==> config.mk <==
export PLATFORM = sky130hd
export DESIGN_NAME = triangle_burst_controller
export DESIGN_NICKNAME = d
export VERILOG_FILES = /design/src/rtl/triangle_pkg.sv /design/src/rtl/step_prescaler.sv /design/src/rtl/triangle_burst_controller.sv
export SDC_FILE = /design/constraint.sdc
export NUM_CORES = 1
export LEC_CHECK = 0
export ABC_AREA = 0
export CORE_MARGIN = 3
export CORE_UTILIZATION = 60
export CTS_CLUSTER_SIZE = 14
export DETAILED_ROUTE_END_ITERATION = 6
export PLACE_DENSITY = 0.84
export SLEW_MARGIN = 20
export SYNTH_ARGS = -nofsm -noshare
export SYNTH_HDL_FRONTEND = slang
export SYNTH_SLANG_ARGS = --single-unit
==> constraint.sdc <==
create_clock -name clk -period 4.35 [get_ports clk]
set_input_delay 0.87 -clock clk [delete_from_list [all_inputs] [get_ports clk]]
set_output_delay 0.87 -clock clk [all_outputs]
set_load 0.02 [all_outputs]
==> src/rtl/triangle_pkg.sv <==
// Shared types and helpers for the triangle burst sequencer.
// Imported by the controller and its prescaler.
package triangle_pkg;

  typedef enum logic [1:0] {
    IDLE,
    CLEAR,
    RUN
  } ctrl_state_t;

  // Enable pulses for one full 0 -> max -> 0 triangle cycle.
  function automatic int steps_per_cycle(input int n);
    return 2 * ((1 << n) - 1);
  endfunction

endpackage

==> src/rtl/step_prescaler.sv <==
// Step pacing counter: one tick every period_q clocks while running.
// Held at zero while clear is high so the first tick lands period_q cycles in.
module step_prescaler #(
  parameter int PRESCALE_W = 16
) (
  input  logic                  clk,
  input  logic                  rst,
  input  logic                  clear,
  input  logic [PRESCALE_W-1:0] period_q,
  output logic                  tick
);

  logic [PRESCALE_W-1:0] presc_cnt_q;
  logic [PRESCALE_W-1:0] presc_cnt_d;
  logic                  last;

  assign last = (presc_cnt_q == period_q - PRESCALE_W'(1));
  assign tick = !clear && last;

  always_comb begin
    presc_cnt_d = presc_cnt_q + PRESCALE_W'(1);
    if (clear || last) presc_cnt_d = '0;
  end

  always_ff @(posedge clk) begin
    if (rst) presc_cnt_q <= '0;
    else     presc_cnt_q <= presc_cnt_d;
  end

endmodule

==> src/rtl/triangle_burst_controller.sv <==
// Sequences reset/enable of an N-bit triangle generator in bursts
// of full cycles, or continuously, with graceful stop.
module triangle_burst_controller
  import triangle_pkg::*;
#(
  parameter int N          = 8,
  parameter int PRESCALE_W = 16,
  parameter int BURST_W    = 8
) (
  input  logic                  clk,
  input  logic                  rst,
  input  logic                  start,
  input  logic                  stop,
  input  logic [PRESCALE_W-1:0] period,
  input  logic [BURST_W-1:0]    bursts,
  output logic                  gen_rst,
  output logic                  gen_ena,
  output logic                  busy,
  output logic                  done,
  output logic [BURST_W-1:0]    cycles_done
);

  localparam logic [N:0] STEP_LAST = (N+1)'(steps_per_cycle(N) - 1);

  ctrl_state_t state_q, state_d;

  logic [PRESCALE_W-1:0] period_q, period_d;
  logic [BURST_W-1:0]    bursts_q, bursts_d;
  logic [BURST_W-1:0]    cycles_q, cycles_d;
  logic [N:0]            step_q, step_d;
  logic                  stop_pend_q, stop_pend_d;
  logic                  done_q, done_d;

  logic tick;
  logic wrap;
  logic finish;
  logic presc_clear;

  step_prescaler #(
    .PRESCALE_W(PRESCALE_W)
  ) u_presc (
    .clk     (clk),
    .rst     (rst),
    .clear   (presc_clear),
    .period_q(period_q),
    .tick    (tick)
  );

  assign wrap   = (step_q == STEP_LAST);
  assign finish = ((bursts_q != '0) &&
                   (cycles_q + BURST_W'(1) == bursts_q)) ||
                  stop_pend_q || stop;

  always_ff @(posedge clk) begin
    if (rst) state_q <= IDLE;
    else     state_q <= state_d;
  end

  always_comb begin
    state_d = state_q;
    unique case (state_q)
      IDLE:  if (start) state_d = CLEAR;
      CLEAR: state_d = RUN;
      RUN:   if (tick && wrap && finish) state_d = IDLE;
      default: state_d = IDLE;
    endcase
  end

  always_comb begin
    gen_rst     = 1'b0;
    gen_ena     = 1'b0;
    busy        = 1'b1;
    presc_clear = 1'b1;
    unique case (state_q)
      IDLE:  busy = 1'b0;
      CLEAR: gen_rst = 1'b1;
      RUN: begin
        gen_ena     = tick;
        presc_clear = 1'b0;
      end
      default: busy = 1'b0;
    endcase
  end

  always_comb begin
    period_d    = period_q;
    bursts_d    = bursts_q;
    cycles_d    = cycles_q;
    step_d      = step_q;
    stop_pend_d = stop_pend_q;
    done_d      = 1'b0;
    unique case (state_q)
      IDLE: begin
        if (start) begin
          period_d    = (period == '0) ? PRESCALE_W'(1) : period;
          bursts_d    = bursts;
          cycles_d    = '0;
          step_d      = '0;
          stop_pend_d = 1'b0;
        end
      end
      CLEAR: if (stop) stop_pend_d = 1'b1;
      RUN: begin
        if (stop) stop_pend_d = 1'b1;
        if (tick) begin
          if (wrap) begin
            step_d   = '0;
            cycles_d = cycles_q + BURST_W'(1);
            if (finish) begin
              done_d      = 1'b1;
              stop_pend_d = 1'b0;
            end
          end else begin
            step_d = step_q + (N+1)'(1);
          end
        end
      end
      default: ;
    endcase
  end

  always_ff @(posedge clk) begin
    if (rst) begin
      period_q    <= '0;
      bursts_q    <= '0;
      cycles_q    <= '0;
      step_q      <= '0;
      stop_pend_q <= 1'b0;
      done_q      <= 1'b0;
    end else begin
      period_q    <= period_d;
      bursts_q    <= bursts_d;
      cycles_q    <= cycles_d;
      step_q      <= step_d;
      stop_pend_q <= stop_pend_d;
      done_q      <= done_d;
    end
  end

  assign done        = done_q;
  assign cycles_done = cycles_q;

endmodule
======== Word level (Yosys, flattened, before mapping) ========
Index checks and enable logic that the tools add are counted.
storage, ports and cells
  bits of input ports ..................... 28
  register bits after elaboration ......... 61
  logic and storage cells ................. 67
  output and inout port bits .............. 12
cells by class
  mux-type cells .......................... 23
  equal/unequal tests ..................... 9
  reductions and logical operators ........ 20
  bitwise operators ....................... 3
  add/sub/neg operators ................... 4
operators by type and width
  kind                                                                  count
  9-bit 2-to-1 mux                                                      3
  8-bit 2-to-1 mux                                                      3
  9-bit case mux with 2 select lines                                    1
  16-bit by 1-bit adder with 16-bit output, second input constant       1
  16-bit equality test                                                  1
  16-bit zero test                                                      1
  16-bit 2-to-1 mux                                                     1
  8-bit case mux with 2 select lines                                    1
  16-bit by 1-bit subtractor with 16-bit output, second input constant  1
  1-bit 2-to-1 mux                                                      10
  9-bit by 1-bit adder with 9-bit output, second input constant         1
  9-bit equality test, second input constant                            1
  8-bit by 1-bit adder with 8-bit output, second input constant         1
  8-bit equality test                                                   1
  2-bit != test, second input constant                                  4
  8-bit nonzero test                                                    1
  2-bit case mux with 3 select lines                                    1
  2-bit AND reduction                                                   3
  1-bit logical AND                                                     4
  2-bit 2-to-1 mux                                                      2
  4-bit AND reduction                                                   1
  2-bit OR reduction                                                    2
  4-bit OR reduction                                                    1
  1-bit logical OR                                                      3
  8 further kinds                                                       10

======== Logic depth before layout (Yosys ltp) ========
Gate-level depths: netlist (run 1).
  depth in word-level cells ............... 9
  gate-level depth with buffers ........... 12
  mapped depth without buffers ............ 10

======== Cells and area by module ========
A second synthesis (run 1) with hierarchy kept.
unflattened totals
  cell total of the unflattened synthesis .. 432
  area total of the unflattened synthesis .. 3,507.1 sq um
by module, submodules not included
  module                     cells an instance  seq. area each (sq um)  times used  area each (sq um)
  triangle_burst_controller  284                900.9                   1           2,222.1
  step_prescaler             148                320.3                   1           1,285.0

======== Worst setup path after synthesis (run 1) ========
Ideal clock, no wire load.
  path type ............................... register -> output
  start point ............................. register period_q[2]
  end point ............................... output gen_ena
  data arrival time ....................... 2,499 ps
  data required time ...................... 3,480 ps
  path slack .............................. 981 ps
  cell stages (with the launch flop) ...... 10
  path through ............................ dfxtp_1 -> buf_2 -> or4_1 -> buf_2 -> nor4_2 -> mux2i_1 -> mux2i_1 -> o21a_1 -> buf_2 -> nor3_1
on the way
  longest elaborated chain between the ends .. 4
RTL lines
  what                                           line                              text
  start, declared                                triangle_burst_controller.sv:27   logic [PRESCALE_W-1:0] period_q, period_d;
  start signal, assigned                         triangle_burst_controller.sv:131  period_q <= period_d;
  16-bit by 1-bit subtractor with 16-bit output  step_prescaler.sv:17              assign last = (presc_cnt_q == period_q - PRESCALE_W'(1));
  16-bit equality test                           step_prescaler.sv:17
  1-bit logical AND                              step_prescaler.sv:18              assign tick = !clear && last;
  1-bit 2-to-1 mux                               triangle_burst_controller.sv:74   unique case (state_q)
  end, declared                                  triangle_burst_controller.sv:17   output logic gen_ena,
Every way passes these cells.

======== Worst setup path after layout (run 1) ========
  start point ............................. register period_q[0]
  end point ............................... output gen_ena
Same word-level chain as after synthesis.

==> flow_summary_export.csv, run 1 <==
group,metric,value,unit
setup_path,crit_arrival,3.01,ns
placed_design,place.gp.congestion,0.874,
clock_tree,root_buffer,"clkbuf_8",
detailed_routing,route.met3.wl,452,µm
synth,synth_top_family_by_area,"simple AND/OR/NAND/NOR gates",
synth,yosys_warnings,0,
timing,rsz0062_at_grt,"false",
clock_tree,htreeDepth,3,
floorplan,io_pins,40,
clock_tree,cts_num_sinks,61,
floorplan,die_y,83.4,µm
setup_path,r2r-start,"period_q[0]$_SDFFE_PP0P_",
power,seq_power_share,41.6,%
floorplan,die-width,83.4,µm
synth,synth_mux_area_share,1.77,%
synth,syn_area,0.00360,mm²
global_route,grt_pass1_vias,3101,
setup_path,crit_chain,"inv_1 -> ha_1 -> nor3b_1 -> nand2_1 -> nor4_1 -> o2111ai_4 -> nor3_1 -> dlymetal6s2s_1",
synth,synth.avg_cell_area,7.92,µm²
cells_and_area,area_delta_synth_final,17.1,%
clock_tree,clk_latency,0.34,ns
setup_path,cpMaxStageDelayCell,"nor4_1",
setup_path,r2r-end,"cycles_done[4]$_SDFFE_PP0P_",
floorplan,coreArea,0.00564,mm²
clock_tree,cts_hold_buf,0,
clock_tree,post_cts_buffers,0,
timing,setup_viol,0,
detailed_routing,drt_first_pass_iters,7,
synth,yosysSeqAreaShare,33.9,%
global_route,grt_use_total,25.0,%
cells_and_area,layout.nets,519,
setup_path,cp-startpoint,"period_q[0]$_SDFFE_PP0P_",
clock_tree,clkSlewWorstSetupHoldPaths,0.07,ns
detailed_routing,viasPerCell,6.10,
power,internal_power,1.03,mW
synth,synth_edf_count,0,
detailed_routing,drt_iter0_drc,193,
synth,syn_inst,454,
synth,synth.distinct_cells,61,
setup_path,crit_path_start_kind,"register",
power,p_leak,1.47,nW
synth,synth-compound-area-share,19.0,%
power,pwr-share-comb,22.4,%
timing,final_hold_viol_count,0,
power,p_sw,459,µW
floorplan,dieArea,0.00696,mm²
timing,fin_ws,0.474,ns
synth,async_flop_share,0,%
global_route,grt_max_degree,35,
clock_tree,numCtsBuffers,9,
setup_path,crit_path_end_kind,"output port",
timing,finalCritPeriodShare,89.1,%
synth,synth_seq_cells,61,
synth,synth_simple_gate_area_share,27.5,%
setup_path,critPathMaxStageDelay,0.60,ns
timing,tightest_slew,0.871,ns
timing,maxSlewViolCount,0,
detailed_routing,route.detailed.drc,0,
placed_design,pre_cts_slack,0.447,ns
detailed_routing,ant_nets,0,
placed_design,hpwl,6.25,mm
cells_and_area,antenna-diode-count,0,
setup_path,reg2reg_slack,1.00,ns
detailed_routing,wl_met2,4.06,mm
detailed_routing,wirelength,8.77,mm
flow_run,max-cap-violations,0,
power,pwr_density_cell,354,mW/mm²
clock_tree,clock_path_buffers,2,
synth,syn_nets,491,
synth,synth-adder-area-share,3.13,%
timing,finClkSkew,0.00617,ns
floorplan,rows,27,
timing,period_minus_slack,3.88,ns
cells_and_area,drive_gt1_share,6.78,%
timing,maxSlewHeadroom,41.8,%
power,ir_drop,0.000261,V
setup_path,ff2ff_path_depth,9,
synth,synth_ff_type,"dfxtp_1",
timing,tns,0,ns
clock_tree,cts_tree,"yes",
power,switching_share,30.8,%
min_path,hold_path_class,"reg2reg",
timing,timing.fmax,258,MHz
detailed_routing,top_layer,"met4",
placed_design,io_buffers,39,
setup_path,crit_path_max_fanout,10,
global_route,overflow,0,
power,p_clk_share,36.1,%
outcome,status,"completed",
synth,synth_xor_area_share,9.50,%
cells_and_area,final_cell_mix,"nand2_1, dfxtp_1, clkdlybuf4s50_1",
floorplan,start_util,63.8,%
global_route,grt_pass1_wl,14.4,mm
detailed_routing,via_count,3410,
global_route,antenna_found_initial,0,
detailed_routing,post_drt_wl_per_cell,15.7,µm
cells_and_area,layout_commonest_cell,"nand2_1",
setup_path,required,3.48,ns
setup_path,worstSetupPathType,"reg2out",
detailed_routing,wl_met1,4.10,mm
setup_path,crit_end,"gen_ena",
==> synth_stat cells (all sizes together), types with 7 or more instances <==
library cell   n  area, µm²
xor2          19        166
nand2b         7       43.8
clkbuf        15       56.3
buf           10       52.6
and3           8       50.1
nand4          7       43.8
xnor2         20        175
nor4          16        113
or4            7       63.8
nor3           9       45.0
inv           20       75.1
o21ai         14       70.1
nor2          36        135
nand3         18       90.1
dfxtp         61       1220
ha             9        113
a21oi         37        193
nand2         66        248
==> routing by layer <==
layer / vias up / track usage, %
met5: - / 0
met4: 0 / 10.7
met3: 18 / 5.16
met2: 102 / 39.7
met1: 1616 / 33.0
li1: 1674 / -
==> area by class of cell <==
class / instances / area [µm²]
tap: 72 / 90.1
inverter: 20 / 75.1
sequential: 61 / 1220
clock inverter: 3 / 42.5
clock buffer: 13 / 169
timing repair buffer: 42 / 415
fill: 420 / 1430
multi-input combinational: 348 / 2200
==> power groups by stage <==
| stage | combinational, mW | sequential, mW | clock, mW |
|---|---|---|---|
| 3_3_place_gp | 0.319 | 0.629 | 0 |
| 3_5_place_dp | 0.325 | 0.632 | 0 |
| 5_1_grt | 0.368 | 0.624 | 0.565 |
| 4_1_cts | 0.327 | 0.619 | 0.544 |
| 2_1_floorplan | 0.256 | 0.616 | 0 |
| 6_report | 0.334 | 0.620 | 0.538 |
==> critical path: cells and delay by family (launching register included) <==
kind,cells,cell delay (ns)
AND/OR/NAND/NOR,4,1.47
adder cells (fa/ha/maj),1,0.24
buffers and inverters,2,0.34
flip-flops,1,0.35
AO/OA/AOI/OAI,1,0.27
==> logic make-up (layout without fill, tap and decap cells) <==
family	count (synthesis)	in the layout
buf+inv	45	78
mux	6	6
xor+xnor	39	39
flops	61	61
fa+ha+maj	9	9
simple gates	197	197
compound gates	97	97
==> stage by stage <==
| stage | instances | area (µm²) | hold WS [ns] | util, % | power (mW) |
|---|---|---|---|---|---|
| after detailed placement | 543 | 3990 | 0.474 | 70.7 | 0.956 |
| after floorplan | 454 | 3600 | 0.448 | - | 0.872 |
| after CTS | 559 | 4200 | 0.484 | 74.5 | 1.49 |
| final | 559 | 4210 | 0.481 | 74.7 | 1.49 |
| after global placement | 543 | 3990 | 0.461 | 70.7 | 0.948 |
| after global routing | 559 | 4210 | 0.507 | 74.7 | 1.56 |
==> sequential cells by signal, indices dropped and copies added (netlist names) <==
name and count:
bursts_q 8, cycles_done 8, done 1, period_q 16, state_q 2, step_q 9, stop_pend_q 1, u_presc.presc_cnt_q 16
==> how the worst min path moves through the flow <==
stage,startpoint,to,slack [ns],cells past startpoint
after global routing,period_q[15]$_SDFFE_PP0P_,period_q[15]$_SDFFE_PP0P_,0.51,2
final,period_q[15]$_SDFFE_PP0P_,period_q[15]$_SDFFE_PP0P_,0.48,2
after detailed placement,period_q[15]$_SDFFE_PP0P_,period_q[15]$_SDFFE_PP0P_,0.47,2
after CTS,period_q[15]$_SDFFE_PP0P_,period_q[15]$_SDFFE_PP0P_,0.48,2
after global placement,period_q[15]$_SDFFE_PP0P_,period_q[15]$_SDFFE_PP0P_,0.46,2
after floorplan,period_q[15]$_SDFFE_PP0P_,period_q[15]$_SDFFE_PP0P_,0.45,2
==> repair_timing <==
item | 4_1_cts | 5_1_grt
endpoints found under the hold margin | 0 | 0
gates resized for setup | 0 | 2
endpoints found under the setup margin | 0 | 1
(Power assumes the default switching activity.)
==> inputs of run 2 (changes only) <==
- PLACE_DENSITY: 0.84 -> unset
- PLACE_DENSITY_LB_ADDON: unset -> 0.05
==> flow_summary_export.csv, run 2 (synthesis results as in run 1) <==
group,metric,value,unit
setup_path,r2r-start,"period_q[0]$_SDFFE_PP0P_",
power,switching_share,31.2,%
timing,period_minus_slack,3.84,ns
detailed_routing,post_drt_wl_per_cell,15.0,µm
cells_and_area,fillers,452,
setup_path,crit_path_end_kind,"output port",
timing,tns,0,ns
power,ir_drop,0.000240,V
floorplan,io_pins,40,
setup_path,worstSetupPathType,"reg2out",
min_path,hold_path.startpoint,"period_q[15]$_SDFFE_PP0P_",
timing,whs,0.476,ns
setup_path,crit_arrival,2.97,ns
detailed_routing,viasPerCell,5.92,
timing,finClkSkew,0.00760,ns
setup_path,cpMaxStageDelayCell,"or4b_2",
timing,setup_viol,0,
setup_path,r2r-end,"cycles_done[7]$_SDFFE_PP0P_",
timing,final_hold_viol_count,0,
placed_design,place.gp.congestion,0.921,
clock_tree,post_cts_buffers,0,
placed_design,hpwl,6.01,mm
timing,rsz0062_at_grt,"false",
min_path,whs_path_depth,2,
power,p_sw,454,µW
cells_and_area,regArea,0.00122,mm²
global_route,grt_max_degree,35,
cells_and_area,drive_gt1_share,6.98,%
setup_path,reg2reg_slack,1.02,ns
clock_tree,cts_hold_buf,0,
global_route,grt_use_total,24.7,%
power,internal_power,999,µW
power,pwr_density_cell,346,mW/mm²
timing,finalCritPeriodShare,88.4,%
timing,timing.fmax,260,MHz
cells_and_area,area_delta_synth_final,16.6,%
power,pwr-share-comb,22.5,%
clock_tree,htreeDepth,3,
timing,tightest_slew,0.843,ns
detailed_routing,via_count,3311,
cells_and_area,largestRegisters,"period_q (16), u_presc.presc_cnt_q (16), step_q (9)",
flow_run,max-cap-violations,0,
cells_and_area,multiInputGateArea,0.00219,mm²
clock_tree,clk_latency,0.34,ns
clock_tree,cts_tree,"yes",
detailed_routing,wirelength,8.36,mm
power,p_leak,1.46,nW
global_route,grt_pass1_vias,3093,
setup_path,path_buf_inv,2,
timing,maxSlewHeadroom,43.3,%
cells_and_area,final_cells,559,
global_route,antenna_found_initial,0,
setup_path,crit_path_max_fanout,10,
floorplan,coreArea,0.00564,mm²
timing,maxSlewViolCount,0,
setup_path,crit_path_start_kind,"register",
global_route,overflow,0,
clock_tree,clkSlewWorstSetupHoldPaths,0.06,ns
setup_path,ff2ff_path_depth,8,
setup_path,required,3.48,ns
setup_path,critPathMaxStageDelay,0.63,ns
clock_tree,root_buffer,"clkbuf_8",
min_path,min_to,"period_q[15]$_SDFFE_PP0P_",
setup_path,crit_chain,"inv_1 -> ha_1 -> or4b_2 -> nor4_2 -> o21ai_1 -> a211oi_2 -> o2111ai_4 -> nor3_1 -> dlymetal6s2s_1",
setup_path,crit_family,"simple AND/OR/NAND/NOR gates",
floorplan,start_util,63.8,%
clock_tree,clock_path_buffers,2,
outcome,status,"completed",
placed_design,io_buffers,39,
cells_and_area,layout_commonest_cell,"nand2_1",
floorplan,die_y,83.4,µm
detailed_routing,drt_first_pass_iters,5,
power,p_clk_share,34.8,%
clock_tree,numCtsBuffers,9,
min_path,hold_path_class,"reg2reg",
global_route,grt_pass1_wl,14.1,mm
timing,fin_ws,0.505,ns
floorplan,die-width,83.4,µm
detailed_routing,route.detailed.drc,0,
power,seq_power_share,42.7,%
clock_tree,cts.repair.resized,0,
cells_and_area,antenna-diode-count,0,
cells_and_area,final_core_util,74.3,%
clock_tree,cts_num_sinks,61,
floorplan,rows,27,
cells_and_area,layout.nets,519,
floorplan,dieArea,0.00696,mm²
placed_design,pre_cts_slack,0.465,ns
cells_and_area,final_cell_mix,"nand2_1, dfxtp_1, clkdlybuf4s50_1",
detailed_routing,ant_nets,0,
detailed_routing,drt_iter0_drc,253,
placed_design,dp.cells,543,
==> run 2: power groups by stage <==
stage | Combinational, mW | Clock [mW] | Sequential (mW)
final | 0.327 | 0.506 | 0.620
after CTS | 0.323 | 0.515 | 0.619
after global routing | 0.363 | 0.543 | 0.624
after detailed placement | 0.320 | 0 | 0.631
after floorplan | 0.256 | 0 | 0.616
after global placement | 0.316 | 0 | 0.629
==> run 2: layout make-up <==
type | instances | share of cell area [%]
Clock buffer | 10 | 3.28
Multi-Input combinational cell | 348 | 52.3
Timing Repair Buffer | 42 | 9.90
Inverter | 20 | 1.79
Tap cell | 72 | 2.15
Clock inverter | 6 | 1.49
Sequential cell | 61 | 29.1
==> run 2: worst max-delay path by stage <==
| stage | start | endpoint | slack, ns | cells past startpoint |
|---|---|---|---|---|
| 2_1_floorplan | period_q[2]$_SDFFE_PP0P_ | gen_ena | 0.98 | 9 |
| 3_3_place_gp | period_q[0]$_SDFFE_PP0P_ | gen_ena | 0.52 | 9 |
| 3_5_place_dp | period_q[0]$_SDFFE_PP0P_ | gen_ena | 0.46 | 9 |
| 4_1_cts | period_q[0]$_SDFFE_PP0P_ | gen_ena | 0.08 | 9 |
| 5_1_grt | period_q[0]$_SDFFE_PP0P_ | gen_ena | 0.25 | 9 |
| 6_report | period_q[0]$_SDFFE_PP0P_ | gen_ena | 0.51 | 9 |
==> run 2: through the flow <==
step / total power, mW / cell area, µm²
6_report: 1.45 / 4190
5_1_grt: 1.53 / 4190
4_1_cts: 1.46 / 4190
3_5_place_dp: 0.951 / 3990
3_3_place_gp: 0.946 / 3990
2_1_floorplan: 0.872 / 3600
==> run 2: tightest hold or removal path, stage by stage (launching register included) <==
cell and delay, ns:
dfxtp_1 0.32, nand2_1 0.06, a21oi_1 0.05
==> run 2: layer usage <==
metal | global-route usage (%) | wire length [µm]
met3 | 5.65 | 442
met1 | 33.3 | 4080
met2 | 38.3 | 3720
met4 | 9.65 | 115
met5 | 0 | 0
